==> config.mk <==
export PLATFORM = sky130hd
export DESIGN_NAME = frame_dispatch
export DESIGN_NICKNAME = d
export VERILOG_FILES = /design/src/rtl/frame_dispatch.sv
export SDC_FILE = /design/constraint.sdc
export NUM_CORES = 1
export LEC_CHECK = 0
export ABC_AREA = 1
export CAP_MARGIN = 20
export CORE_MARGIN = 10
export CORE_UTILIZATION = 35
export DETAILED_ROUTE_END_ITERATION = 8
export PLACE_DENSITY = 0.54
export SYNTH_ARGS = -nofsm -noshare
export SYNTH_HDL_FRONTEND = slang
export SYNTH_SLANG_ARGS = --single-unit
==> constraint.sdc <==
create_clock -name clk -period 2.3 [get_ports clk]
set_input_delay 0.69 -clock clk [delete_from_list [all_inputs] [get_ports clk]]
set_output_delay 0.69 -clock clk [all_outputs]
set_load 0.005 [all_outputs]
==> src/rtl/frame_dispatch.sv <==
// frame_dispatch: collects one frame of N = 2^s samples into a frame buffer,
// launches the FFT with a single-cycle pulse, then waits for end_fft (bounded
// by a timeout) before starting the next frame or going idle.
// Optional feature: define DROP_COUNT_EN to add the drop_cnt output, a
// saturating count of samples dropped while the FFT is launching or running.
// ADDR_WIDTH is expected to be in the range 3..15 so that it fits fft_size_sel.
module frame_dispatch #(
  parameter int ADDR_WIDTH  = 12,
  parameter int CORE_LAT    = 4,
  parameter int TIMEOUT_CYC = 65535
) (
  input  logic                  clk,
  input  logic                  rst_n,
  input  logic                  enable,
  input  logic [3:0]            fft_size_sel,
  input  logic                  sample_valid,
  output logic                  wr_ena,
  output logic [ADDR_WIDTH-1:0] wr_addr,
  output logic                  ena_fft,
  output logic [ADDR_WIDTH-1:0] max_point_fft,
  output logic [15:0]           max_point_fft_core,
  output logic [3:0]            stage_number,
  input  logic                  end_fft,
  output logic                  busy,
  output logic                  overflow,
  output logic                  timeout_err,
`ifdef DROP_COUNT_EN
  output logic [15:0]           drop_cnt,
`endif
  output logic [15:0]           frame_cnt
);

  typedef enum logic [1:0] {IDLE, FILL, LAUNCH, BUSY} state_t;

  localparam logic [3:0]            MAX_SEL   = 4'(ADDR_WIDTH);
  localparam logic [ADDR_WIDTH-1:0] RST_MAXP  = ADDR_WIDTH'(7);
  localparam logic [15:0]           RST_CORE  = 16'(3 + CORE_LAT);
  localparam logic [15:0]           WAIT_LAST = 16'(TIMEOUT_CYC - 1);

  state_t                state_q;
  logic [ADDR_WIDTH-1:0] count_q;
  logic [15:0]           wait_q;
  logic                  wr_ena_q;
  logic [ADDR_WIDTH-1:0] wr_addr_q;
  logic                  ena_fft_q;
  logic                  busy_q;
  logic                  overflow_q;
  logic                  timeout_err_q;
  logic [15:0]           frame_cnt_q;
  logic [3:0]            stage_q;
  logic [ADDR_WIDTH-1:0] max_point_q;
  logic [15:0]           core_q;

  // Clamped size and the configuration it implies, loaded on each FILL entry
  logic [3:0]            sel_d;
  logic [ADDR_WIDTH-1:0] max_point_d;
  logic [15:0]           core_d;
  logic                  idle_to_fill;
  logic                  dropping;
  logic                  done;

  // Derive the clamped frame configuration and shared event strobes
  always_comb begin
    sel_d = fft_size_sel;
    if (fft_size_sel < 4'd3) begin
      sel_d = 4'd3;
    end else if (fft_size_sel > MAX_SEL) begin
      sel_d = MAX_SEL;
    end
    max_point_d  = ADDR_WIDTH'((32'd1 << sel_d) - 32'd1);
    core_d       = 16'((32'd1 << (sel_d - 4'd1)) - 32'd1 + 32'(CORE_LAT));
    idle_to_fill = (state_q == IDLE) && enable;
    dropping     = ((state_q == LAUNCH) || (state_q == BUSY)) && sample_valid;
    // end_fft wins over a simultaneous timeout, so it counts as a clean finish
    done         = (state_q == BUSY) && (end_fft || (wait_q == WAIT_LAST));
  end

  // Main control FSM with all outputs registered
  always_ff @(posedge clk or negedge rst_n) begin
    if (!rst_n) begin
      state_q       <= IDLE;
      count_q       <= '0;
      wait_q        <= '0;
      wr_ena_q      <= 1'b0;
      wr_addr_q     <= '0;
      ena_fft_q     <= 1'b0;
      busy_q        <= 1'b0;
      overflow_q    <= 1'b0;
      timeout_err_q <= 1'b0;
      frame_cnt_q   <= '0;
      stage_q       <= 4'd3;
      max_point_q   <= RST_MAXP;
      core_q        <= RST_CORE;
    end else begin
      wr_ena_q  <= 1'b0;
      ena_fft_q <= 1'b0;
      if (dropping) begin
        overflow_q <= 1'b1;
      end
      case (state_q)
        IDLE: begin
          // Samples arriving while idle are silently ignored
          if (enable) begin
            state_q       <= FILL;
            count_q       <= '0;
            overflow_q    <= 1'b0;
            timeout_err_q <= 1'b0;
            stage_q       <= sel_d;
            max_point_q   <= max_point_d;
            core_q        <= core_d;
          end
        end
        FILL: begin
          if (!enable) begin
            // Abandon the partial frame; the next entry restarts at address 0
            state_q <= IDLE;
          end else if (sample_valid) begin
            wr_ena_q  <= 1'b1;
            wr_addr_q <= count_q;
            if (count_q == max_point_q) begin
              state_q     <= LAUNCH;
              ena_fft_q   <= 1'b1;
              busy_q      <= 1'b1;
              frame_cnt_q <= frame_cnt_q + 16'd1;
            end else begin
              count_q <= count_q + 1'b1;
            end
          end
        end
        LAUNCH: begin
          state_q <= BUSY;
          wait_q  <= '0;
        end
        BUSY: begin
          wait_q <= wait_q + 16'd1;
          if (done) begin
            busy_q <= 1'b0;
            if (!end_fft) begin
              timeout_err_q <= 1'b1;
            end
            if (enable) begin
              state_q     <= FILL;
              count_q     <= '0;
              stage_q     <= sel_d;
              max_point_q <= max_point_d;
              core_q      <= core_d;
            end else begin
              state_q <= IDLE;
            end
          end
        end
        default: state_q <= IDLE;
      endcase
    end
  end

`ifdef DROP_COUNT_EN
  logic [15:0] drop_q;

  // Saturating dropped-sample counter, cleared together with overflow
  always_ff @(posedge clk or negedge rst_n) begin
    if (!rst_n) begin
      drop_q <= '0;
    end else if (idle_to_fill) begin
      drop_q <= '0;
    end else if (dropping && (drop_q != 16'hFFFF)) begin
      drop_q <= drop_q + 16'd1;
    end
  end

  assign drop_cnt = drop_q;
`endif

  assign wr_ena             = wr_ena_q;
  assign wr_addr            = wr_addr_q;
  assign ena_fft            = ena_fft_q;
  assign busy               = busy_q;
  assign overflow           = overflow_q;
  assign timeout_err        = timeout_err_q;
  assign frame_cnt          = frame_cnt_q;
  assign stage_number       = stage_q;
  assign max_point_fft      = max_point_q;
  assign max_point_fft_core = core_q;

endmodule
==> impl_metrics.csv, run 1 <==
group,metric,value,unit
floorplanning,start_util,35.6,%
clock_tree,cts-root-buf,"clkbuf_16",
placement,pre_cts_ws,0.0785,ns
drt,wl_per_cell,13.9,um
layout,syn_to_final_growth,27.0,%
yosys,yosys.area.top_type,"dfrtp_1",
sta,final-max-slew-violation-count,0,
sta,setup_viol,0,
floorplanning,fp.dieH,139,um
global_route,grt_max_degree,40,
setup_path,cp_slowest_cell,"dfstp_2",
clock_tree,cts_made_buffers,9,
global_route,grt_pass1_wl,21600,um
setup_path,worstSetupEndpointType,"output pin",
global_route,antenna_found_initial,0,
clock_tree,post_cts_buffers,0,
drt,viasPerCell,4.72,
clock_tree,clock-sinks,95,
drt,ant_nets,0,
floorplanning,num_rows,43,
yosys,synth.distinct_cells,32,
setup_path,path_buf_inv,1,
sta,rsz0062_at_grt,"no",
clock_tree,ctsResizeCount,0,
clock_tree,clk_latency,0.35,ns
yosys,ys_ff_latch,95,
yosys,synth_top_cell_area_share,44.2,%
clock_tree,cts_hold_buf,0,
sta,skew,0.00614,ns
placement,hpwl,9130,um
power,power_density,974,nW/um2
yosys,synth-edff-count,0,
yosys,synthFlopType,"dfrtp_1",
sta,clock.fmax,0.467,GHz
global_route,gr-total-overflow,0,
clock_tree,htree_levels,3,
drt,wirelength,12400,um
floorplanning,ios,74,
setup_path,startpoint_type,"register",
clock_tree,clk_pin_slew,0.06,ns
sta,tns,0,ns
layout,final_layout_size_suffix_gt1_share,7.90,%
outcome,status,"completed",
sta,fin_crit_sh,93.1,%
drt,route.detailed.drc,0,
yosys,async_flop_share,100,%
min_path,hp-class,"in -> async",
floorplanning,die_w,139,um
setup_path,crit_family,"flip-flops",
sta,worst_slack,0.160,ns
yosys,synth.avg_cell_area,7.90,um2
placement,gp_congestion,0.878,
sta,period_minus_slack,2.14,ns
layout,n_antenna_cell,0,
job,drv_cap,0,
yosys,ys_seq_area_share,48.4,%
yosys,synthCells,624,
yosys,syn_area,4930,um2
setup_path,worstPathRequired,1.61,ns
global_route,grt_pass1_vias,4306,
sta,hold_viol_final,0,
placement,port_buffers,73,
floorplanning,die-area,19200,um2
yosys,yosysMostFrequentCell,"nand2_1",
setup_path,crit_chain,"clkdlybuf4s50_1",
power,power.leakage,2.89,nW
setup_path,arrival,1.45,ns
drt,dr.pass1.iters,4,
setup_path,worstSetupPathType,"reg -> out",
yosys,synthTopCellsByArea,"dfrtp_1 (44%), nand2_1 (14%), o21ai_0 (5.7%)",
power,ir_drop,0.468,mV
global_route,grt_usage,13.4,%
clock_tree,cts_tree,"built",
drt,drtIter0Drc,217,
clock_tree,clockBufferDepth,2,
yosys,synth_warnings,0,
setup_path,cpPeakStageDelay,0.58,ns
floorplanning,core,13800,um2
drt,vias,4195,
setup_path,crit_fanout,4,
yosys,synth_commonest_cells,"nand2_1 (183), dfrtp_1 (87), inv_1 (68)",
layout,nNetsFinal,719,
layout,fin_util,45.3,%
-- per-stage QoR --
step                total power [W]  area (um2)  instances  hold WS, ns
CTS                         0.00620        6260        889        0.276
detailed placement          0.00432        5900        873        0.473
floorplan                   0.00338        4940        627        0.394
global placement            0.00431        5900        873        0.470
global route                0.00653        6260        889        0.291
finish                      0.00610        6260        889        0.268
-- registers in the layout (all words and copies together), names as in the netlist, named ones only --
signal / count
busy: 1
count_q: 12
ena_fft: 1
frame_cnt: 16
max_point_fft: 12
max_point_fft_core: 16
overflow: 1
stage_number: 4
state_q: 1
timeout_err: 1
wait_q: 16
wr_addr: 12
wr_ena: 1
-- logic make-up after synthesis --
group / share of synthesized area (%)
XOR/XNOR: 4.98
other: 0.0761
buffers and inverters: 7.95
AND/OR/NAND/NOR: 28.6
adder cells (fa/ha/maj): 1.52
AO/OA/AOI/OAI: 8.48
flip-flops: 48.4
-- routing by layer --
metal	track usage [%]	share of wire (%)	vias to the layer above
met1	16.2	45	1973
met4	5.16	1.9	0
li1	-	-	2121
met2	21.2	46	86
met5	0	0	-
met3	4.86	6.5	15
-- cell usage in the layout (no fill, tap or decap), drive strengths merged --
| cell | count |
|---|---|
| a21oi | 14 |
| buf | 11 |
| inv | 76 |
| nand3 | 38 |
| nand2 | 189 |
| dfstp | 8 |
| or2 | 2 |
| xnor2 | 9 |
| nor2 | 61 |
| dfrtp | 87 |
| conb | 4 |
| a21boi | 1 |
| o21bai | 1 |
| bufinv | 4 |
| clkbuf | 11 |
| nor4 | 1 |
| clkdlybuf4s50 | 72 |
| xor2 | 19 |
| ha | 6 |
| o21ai | 62 |
| o21a | 3 |
| nor3 | 21 |
| nand3b | 2 |
| nand4 | 7 |
-- path summary, 6_finish.rpt --
kind                                       start                     to  slack [ns]  depth (start not counted)
min in group clk           max_point_fft_core[4]  max_point_fft_core[4]        0.49                          2
setup / recovery                max_point_fft[1]       max_point_fft[1]        0.16                          1
max in group asynchronous                  rst_n  max_point_fft_core[0]        1.42                          2
setup reg to reg                        register             count_q[9]        0.34                          8
hold / removal                             rst_n              wait_q[2]        0.27                          1
hold reg to reg            max_point_fft_core[4]  max_point_fft_core[4]        0.49                          2
-- final cells by class --
| type | count | area [um2] |
|---|---|---|
| clock buffers | 11 | 233 |
| clock inverters | 5 | 129 |
| fillers | 1351 | 7570 |
| inverters | 75 | 282 |
| multi-input cells | 440 | 2160 |
| flip-flops and latches | 95 | 2390 |
| well taps | 180 | 225 |
| repair buffers | 83 | 841 |
-- where the power goes --
part / internal (W) / leakage [nW] / total (W) / switching, W
sequential: 0.00202 / 1.21 / 0.00233 / 0.000304
clock: 0.00118 / 0.174 / 0.00183 / 0.000654
combinational: 0.000891 / 1.50 / 0.00194 / 0.00105
total: 0.00409 / 2.89 / 0.00610 / 0.00201
Note: power is estimated with default switching activity, not from simulation.
==> run 2: changes to the inputs <==
==> constraint.sdc (replaced) <==
create_clock -name clk -period 2.2 [get_ports clk]
set_input_delay 0.66 -clock clk [delete_from_list [all_inputs] [get_ports clk]]
set_output_delay 0.66 -clock clk [all_outputs]
set_load 0.005 [all_outputs]
==> run 2 against run 1 <==
  * Final cell count is 0.34% higher
  * Worst setup slack got worse by 0.067 ns
  * Total power is 2.1% lower
  * Routed wire length down 0.92%
  * Sequential share of layout area grew 0.38 points
  * Count of clock-buffer cells in the layout increased by 2
  * Clock skew hardly changed
  * Non-clock buffer count grew 3
  * Cell area is 0.98% lower
  * Global-route usage down 0.17 points
  * Largest power group unchanged
==> impl_metrics.csv, run 2 (synthesized netlist as in run 1, its figures left out) <==
group,metric,value,unit
sta,rsz0062_at_grt,"no",
global_route,antenna_found_initial,0,
drt,viasPerCell,4.69,
floorplanning,die_w,139,um
setup_path,crit_family,"flip-flops",
floorplanning,num_rows,43,
clock_tree,post_cts_buffers,0,
clock_tree,clockBufferDepth,2,
drt,vias,4186,
job,drv_cap,0,
setup_path,crit_chain,"clkdlybuf4s50_1",
power,power.leakage,2.87,nW
sta,tns,0,ns
floorplanning,fp.dieH,139,um
drt,wl_per_cell,13.8,um
layout,syn_to_final_growth,25.7,%
placement,hpwl,9120,um
setup_path,cpPeakStageDelay,0.58,ns
placement,gp_congestion,0.878,
layout,final_layout_size_suffix_gt1_share,8.29,%
setup_path,reg2reg_depth,8,
outcome,status,"completed",
drt,ant_nets,0,
layout,fin_util,44.8,%
setup_path,cp.depth,1,
global_route,gr-total-overflow,0,
clock_tree,clock-sinks,95,
floorplanning,die-area,19200,um2
global_route,grt_usage,13.2,%
setup_path,worstSetupPathType,"reg -> out",
drt,route.detailed.drc,0,
sta,clock.fmax,0.475,GHz
floorplanning,start_util,35.6,%
clock_tree,ctsResizeCount,0,
clock_tree,cts_hold_buf,0,
clock_tree,cts_made_buffers,9,
drt,dr.pass1.iters,4,
global_route,grt_pass1_vias,4252,
clock_tree,clk_latency,0.35,ns
layout,nNetsFinal,722,
floorplanning,core,13800,um2
sta,final-max-slew-violation-count,0,
layout,layout_commonest_cell,"nand2_1",
clock_tree,clk_pin_slew,0.06,ns
sta,period_minus_slack,2.11,ns
floorplanning,ios,74,
setup_path,arrival,1.45,ns
min_path,hp-class,"in -> async",
setup_path,worstSetupEndpointType,"output pin",
placement,place_area,5920,um2
sta,setup_viol,0,
setup_path,startpoint_type,"register",
clock_tree,htree_levels,3,
power,power_density,963,nW/um2
layout,mostFrequentLayoutCells,"nand2_1 (183), dfrtp_1 (87), clkdlybuf4s50_1 (72)",
power,p_total,0.00597,W
setup_path,path_buf_inv,1,
sta,hold_viol_final,0,
sta,skew,0.00583,ns
drt,drtIter0Drc,193,
drt,wirelength,12300,um
placement,port_buffers,73,
layout,n_antenna_cell,0,
setup_path,crit_fanout,4,
setup_path,cp_slowest_cell,"dfstp_2",
sta,fin_crit_sh,95.8,%
clock_tree,cts_tree,"built",
clock_tree,cts-root-buf,"clkbuf_16",
global_route,grt_max_degree,52,
power,ir_drop,0.433,mV
global_route,grt_pass1_wl,21200,um
layout,fin_area,6200,um2
setup_path,worstPathRequired,1.54,ns
==> run 2: worst reg2reg max path, delay by kind of cell (launching register included) <==
family | cells | cell delay (ns)
buf+inv | 2 | 0.44
flops | 1 | 0.61
compound gates | 1 | 0.10
simple gates | 5 | 0.60
==> run 2: final timing paths <==
kind	slack, ns	end	start
worst max-delay path	0.09	max_point_fft[1]	max_point_fft[1]
worst min-delay path	0.19	wait_q[4]	rst_n
worst max register to register	0.37	max_point_fft[11]	register
worst min register to register	0.48	busy	busy
max in group asynchronous	1.34	max_point_fft_core[0]	rst_n
min in group clk	0.48	busy	busy
==> run 2: where the power goes <==
group | total [W] | internal, W | switching, W | leakage [nW]
Combinational | 0.00204 | 0.000949 | 0.00109 | 1.51
Clock | 0.00149 | 0.000826 | 0.000665 | 0.136
Sequential | 0.00244 | 0.00211 | 0.000324 | 1.21
Total | 0.00597 | 0.00389 | 0.00208 | 2.87
==> run 2: layout make-up <==
cell class	instances	area, um2
timing repair buffer	86	863
fill	1328	7630
clock inverter	3	17.5
tap	180	225
multi-input combinational	440	2160
clock buffer	13	260
inverter	75	282
sequential	95	2390
==> run 2: layer usage <==
metal / GRT usage [%] / vias to the layer above / routed length [um]
li1: - / 2142 / -
met4: 3.79 / 0 / 145
met1: 15.9 / 1961 / 5660
met3: 5.75 / 12 / 857
met5: 0 / - / 0
met2: 21.0 / 71 / 5620
==> run 2: per-stage QoR <==
stage / hold slack [ns] / setup slack [ns] / cells
finish: 0.193 / 0.0927 / 892
global route: 0.204 / 0.0435 / 892
CTS: 0.195 / 0.0628 / 892
detailed placement: 0.466 / -0.00534 / 876
global placement: 0.468 / 0.0345 / 876
floorplan: 0.364 / 0.549 / 627
==> run 3: changes to the inputs <==
--- a/config.mk
+++ b/config.mk
@@ -5,7 +5,6 @@
 export SDC_FILE = /design/constraint.sdc
 export NUM_CORES = 1
 export LEC_CHECK = 0
-export ABC_AREA = 1
 export CAP_MARGIN = 20
 export CORE_MARGIN = 10
 export CORE_UTILIZATION = 35
==> run 3 against run 2 <==
  * Synthesized area fell by 10%
  * Sequential power down 11%
  * Worst setup slack got worse by 0.040 ns
  * Combinational power shrank 36%
  * Hold slack lost 0.058 ns
  * Via count decreased by 18%
  * Final cell count down 19%
  * Non-clock buffer count up 41
  * Critical endpoint is now count_q[11]
==> impl_metrics.csv, run 3 <==
group,metric,value,unit
outcome,status,"completed",
power,combPwrFrac,26.5,%
yosys,syn_area,4430,um2
setup_path,worstSetupPathType,"reg -> reg",
layout,num-fill-cells,1204,
floorplanning,num_rows,41,
power,power_density,805,nW/um2
floorplanning,die_w,132,um
global_route,grt_pass1_vias,3457,
drt,dr.pass1.iters,4,
yosys,ys_ff_latch,95,
drt,ant_nets,0,
global_route,antenna_found_initial,0,
layout,layout_commonest_cell,"dfrtp_1",
power,p_int,0.00349,W
drt,wl_per_cell,14.7,um
sta,rsz0062_at_grt,"yes",
power,pwr-share-clk,29.3,%
floorplanning,fp.dieH,132,um
sta,final-max-slew-violation-count,0,
clock_tree,cts_hold_buf,0,
power,power_switching,0.00145,W
setup_path,r2r_slack,0.05,ns
clock_tree,clock-sinks,95,
clock_tree,cts-root-buf,"clkbuf_16",
yosys,synth_warnings,0,
yosys,synthTopCellsByArea,"dfrtp_1 (49%), xnor2_1 (6.1%), nand2_1 (5.2%)",
drt,wirelength,10700,um
layout,fin_area,6130,um2
yosys,synth.avg_cell_area,10.3,um2
yosys,synth.distinct_cells,52,
job,drv_cap,0,
layout,fin_util,49.0,%
floorplanning,start_util,35.4,%
setup_path,worstPathRequired,2.46,ns
sta,clock.fmax,0.466,GHz
floorplanning,ios,74,
power,power.leakage,2.74,nW
clock_tree,clockBufferDepth,2,
global_route,gr-total-overflow,0,
drt,vias,3435,
yosys,ys_seq_area_share,53.9,%
yosys,synth_top_cell_area_share,49.2,%
drt,drtIter0Drc,228,
floorplanning,die-area,17600,um2
clock_tree,clk_latency,0.34,ns
layout,syn_to_final_growth,38.4,%
clock_tree,htree_levels,3,
layout,n_antenna_cell,0,
sta,fin_crit_sh,97.6,%
sta,setup_viol,0,
drt,viasPerCell,4.74,
yosys,synth-edff-count,0,
sta,period_minus_slack,2.15,ns
power,p_sw_share,29.3,%
min_path,hp-class,"in -> async",
drt,route.detailed.drc,0,
placement,port_buffers,73,
layout,mostFrequentLayoutCells,"dfrtp_1 (87), clkdlybuf4s50_1 (71), nand2_1 (61)",
global_route,grt_usage,12.2,%
floorplanning,core,12500,um2
setup_path,arrival,2.41,ns
layout,nNetsFinal,563,
setup_path,crit_fanout,5,
setup_path,startpoint_type,"register",
sta,skew,0.00901,ns
placement,hpwl,7810,um
placement,gp_congestion,0.792,
yosys,synthCells,428,
power,p_seq_share,44.1,%
yosys,synth_commonest_cells,"dfrtp_1 (87), nand2_1 (61), nor2_1 (35)",
setup_path,worstSetupEndpointType,"register",
clock_tree,cts_tree,"built",
placement,place_area,5720,um2
global_route,grt_max_degree,47,
clock_tree,cts_made_buffers,9,
clock_tree,clk_pin_slew,0.07,ns
power,ir_drop,0.404,mV
yosys,async_flop_share,100,%
yosys,yosysMostFrequentCell,"dfrtp_1",
yosys,yosys.area.top_type,"dfrtp_1",
layout,final_layout_size_suffix_gt1_share,21.2,%
global_route,grt_pass1_wl,17800,um
sta,hold_viol_final,0,
yosys,synthFlopType,"dfrtp_1",
-- run 3: changes by cell type in the layout (fill, tap and decap cells not counted), moves of 8 or more --
| cell | delta |
|---|---|
| inv_1 | -55 |
| o21ai_0 | -35 |
| nand3_1 | -25 |
| nand2_1 | -122 |
| nor2_1 | -19 |
| mux2_2 | +10 |
| nand4_1 | +9 |
| buf_4 | +40 |
| a21oi_1 | -8 |
| nor3_1 | -15 |
| xnor2_1 | +22 |
-- run 3: path summary, 6_finish.rpt --
kind | startpoint | endpoint | depth (start not counted)
max | wait_q[0] | count_q[11] | 9
min | rst_n | wait_q[8] | 1
max reg2reg | wait_q[0] | count_q[11] | 9
min reg2reg | max_point_fft_core[2] | max_point_fft_core[2] | 2
max in group asynchronous | rst_n | wr_ena | 2
min in group clk | max_point_fft_core[2] | max_point_fft_core[2] | 2
-- run 3: power by group through the flow --
| stage | clock (W) | combinational [W] | sequential [W] |
|---|---|---|---|
| final | 0.00145 | 0.00131 | 0.00218 |
| after global routing | 0.00156 | 0.00146 | 0.00221 |
| after CTS | 0.00150 | 0.00125 | 0.00218 |
| after detailed placement | 0 | 0.00124 | 0.00221 |
| after global placement | 0 | 0.00122 | 0.00221 |
| after floorplan | 0 | 0.000572 | 0.00219 |
-- run 3: routing by layer --
layer | GRT usage (%) | wire length [um] | vias to the layer above
met5 | 0 | 0 | -
met4 | 5.26 | 170 | 0
met3 | 3.60 | 604 | 12
met2 | 17.9 | 4710 | 84
met1 | 16.3 | 5170 | 1636
li1 | - | - | 1703
-- run 3: cell families (layout without fill, tap and decap cells) --
kind of cell	count (synthesis)	in the layout	synth area share [%]
mux	13	13	3.22
compound gates	64	64	10.3
xor+xnor	48	48	9.49
flops	95	95	53.9
other cells	1	4	0.0847
fa+ha+maj	8	8	2.15
buf+inv	35	157	3.16
simple gates	164	164	17.7
-- run 3: through the flow --
| step | hold WS [ns] | TNS (ns) | instances | setup WS (ns) | power, W |
|---|---|---|---|---|---|
| floorplan | 0.364 | -0.00466 | 431 | -0.00466 | 0.00276 |
| detailed placement | 0.463 | -4.97 | 705 | -0.308 | 0.00346 |
| global route | 0.135 | -0.0731 | 725 | -0.0460 | 0.00523 |
| global placement | 0.465 | -4.42 | 705 | -0.278 | 0.00343 |
| CTS | 0.131 | -0.000299 | 721 | -0.000299 | 0.00493 |
| finish | 0.135 | 0 | 725 | 0.0527 | 0.00493 |
-- run 3: area by class of cell --
cell class              instances  area (um2)  area share [%]
clock buffers                  13         250            4.08
clock inverters                 3        20.0           0.327
inverters                      14        52.6           0.857
multi-input cells             301        2030            33.1
flip-flops and latches         95        2390            38.9
well taps                     172         215            3.51
repair buffers                127        1180            19.2
-- run 3: critical path, stage by stage (launching register included) --
cell and delay [ns]:
dfrtp_1 0.39, inv_2 0.08, ha_4 0.13, nand4_1 0.09, or4_4 0.46, a31o_4 0.26
a2111oi_4 0.21, buf_4 0.20, nand4_1 0.09, a21oi_1 0.16
-- run 3: timing repair --
item                                    4_1_cts  5_1_grt
gates resized for setup                       2       19
pin swaps                                     2       10
setup buffers                                 0        4
endpoints found under the setup margin       12       26
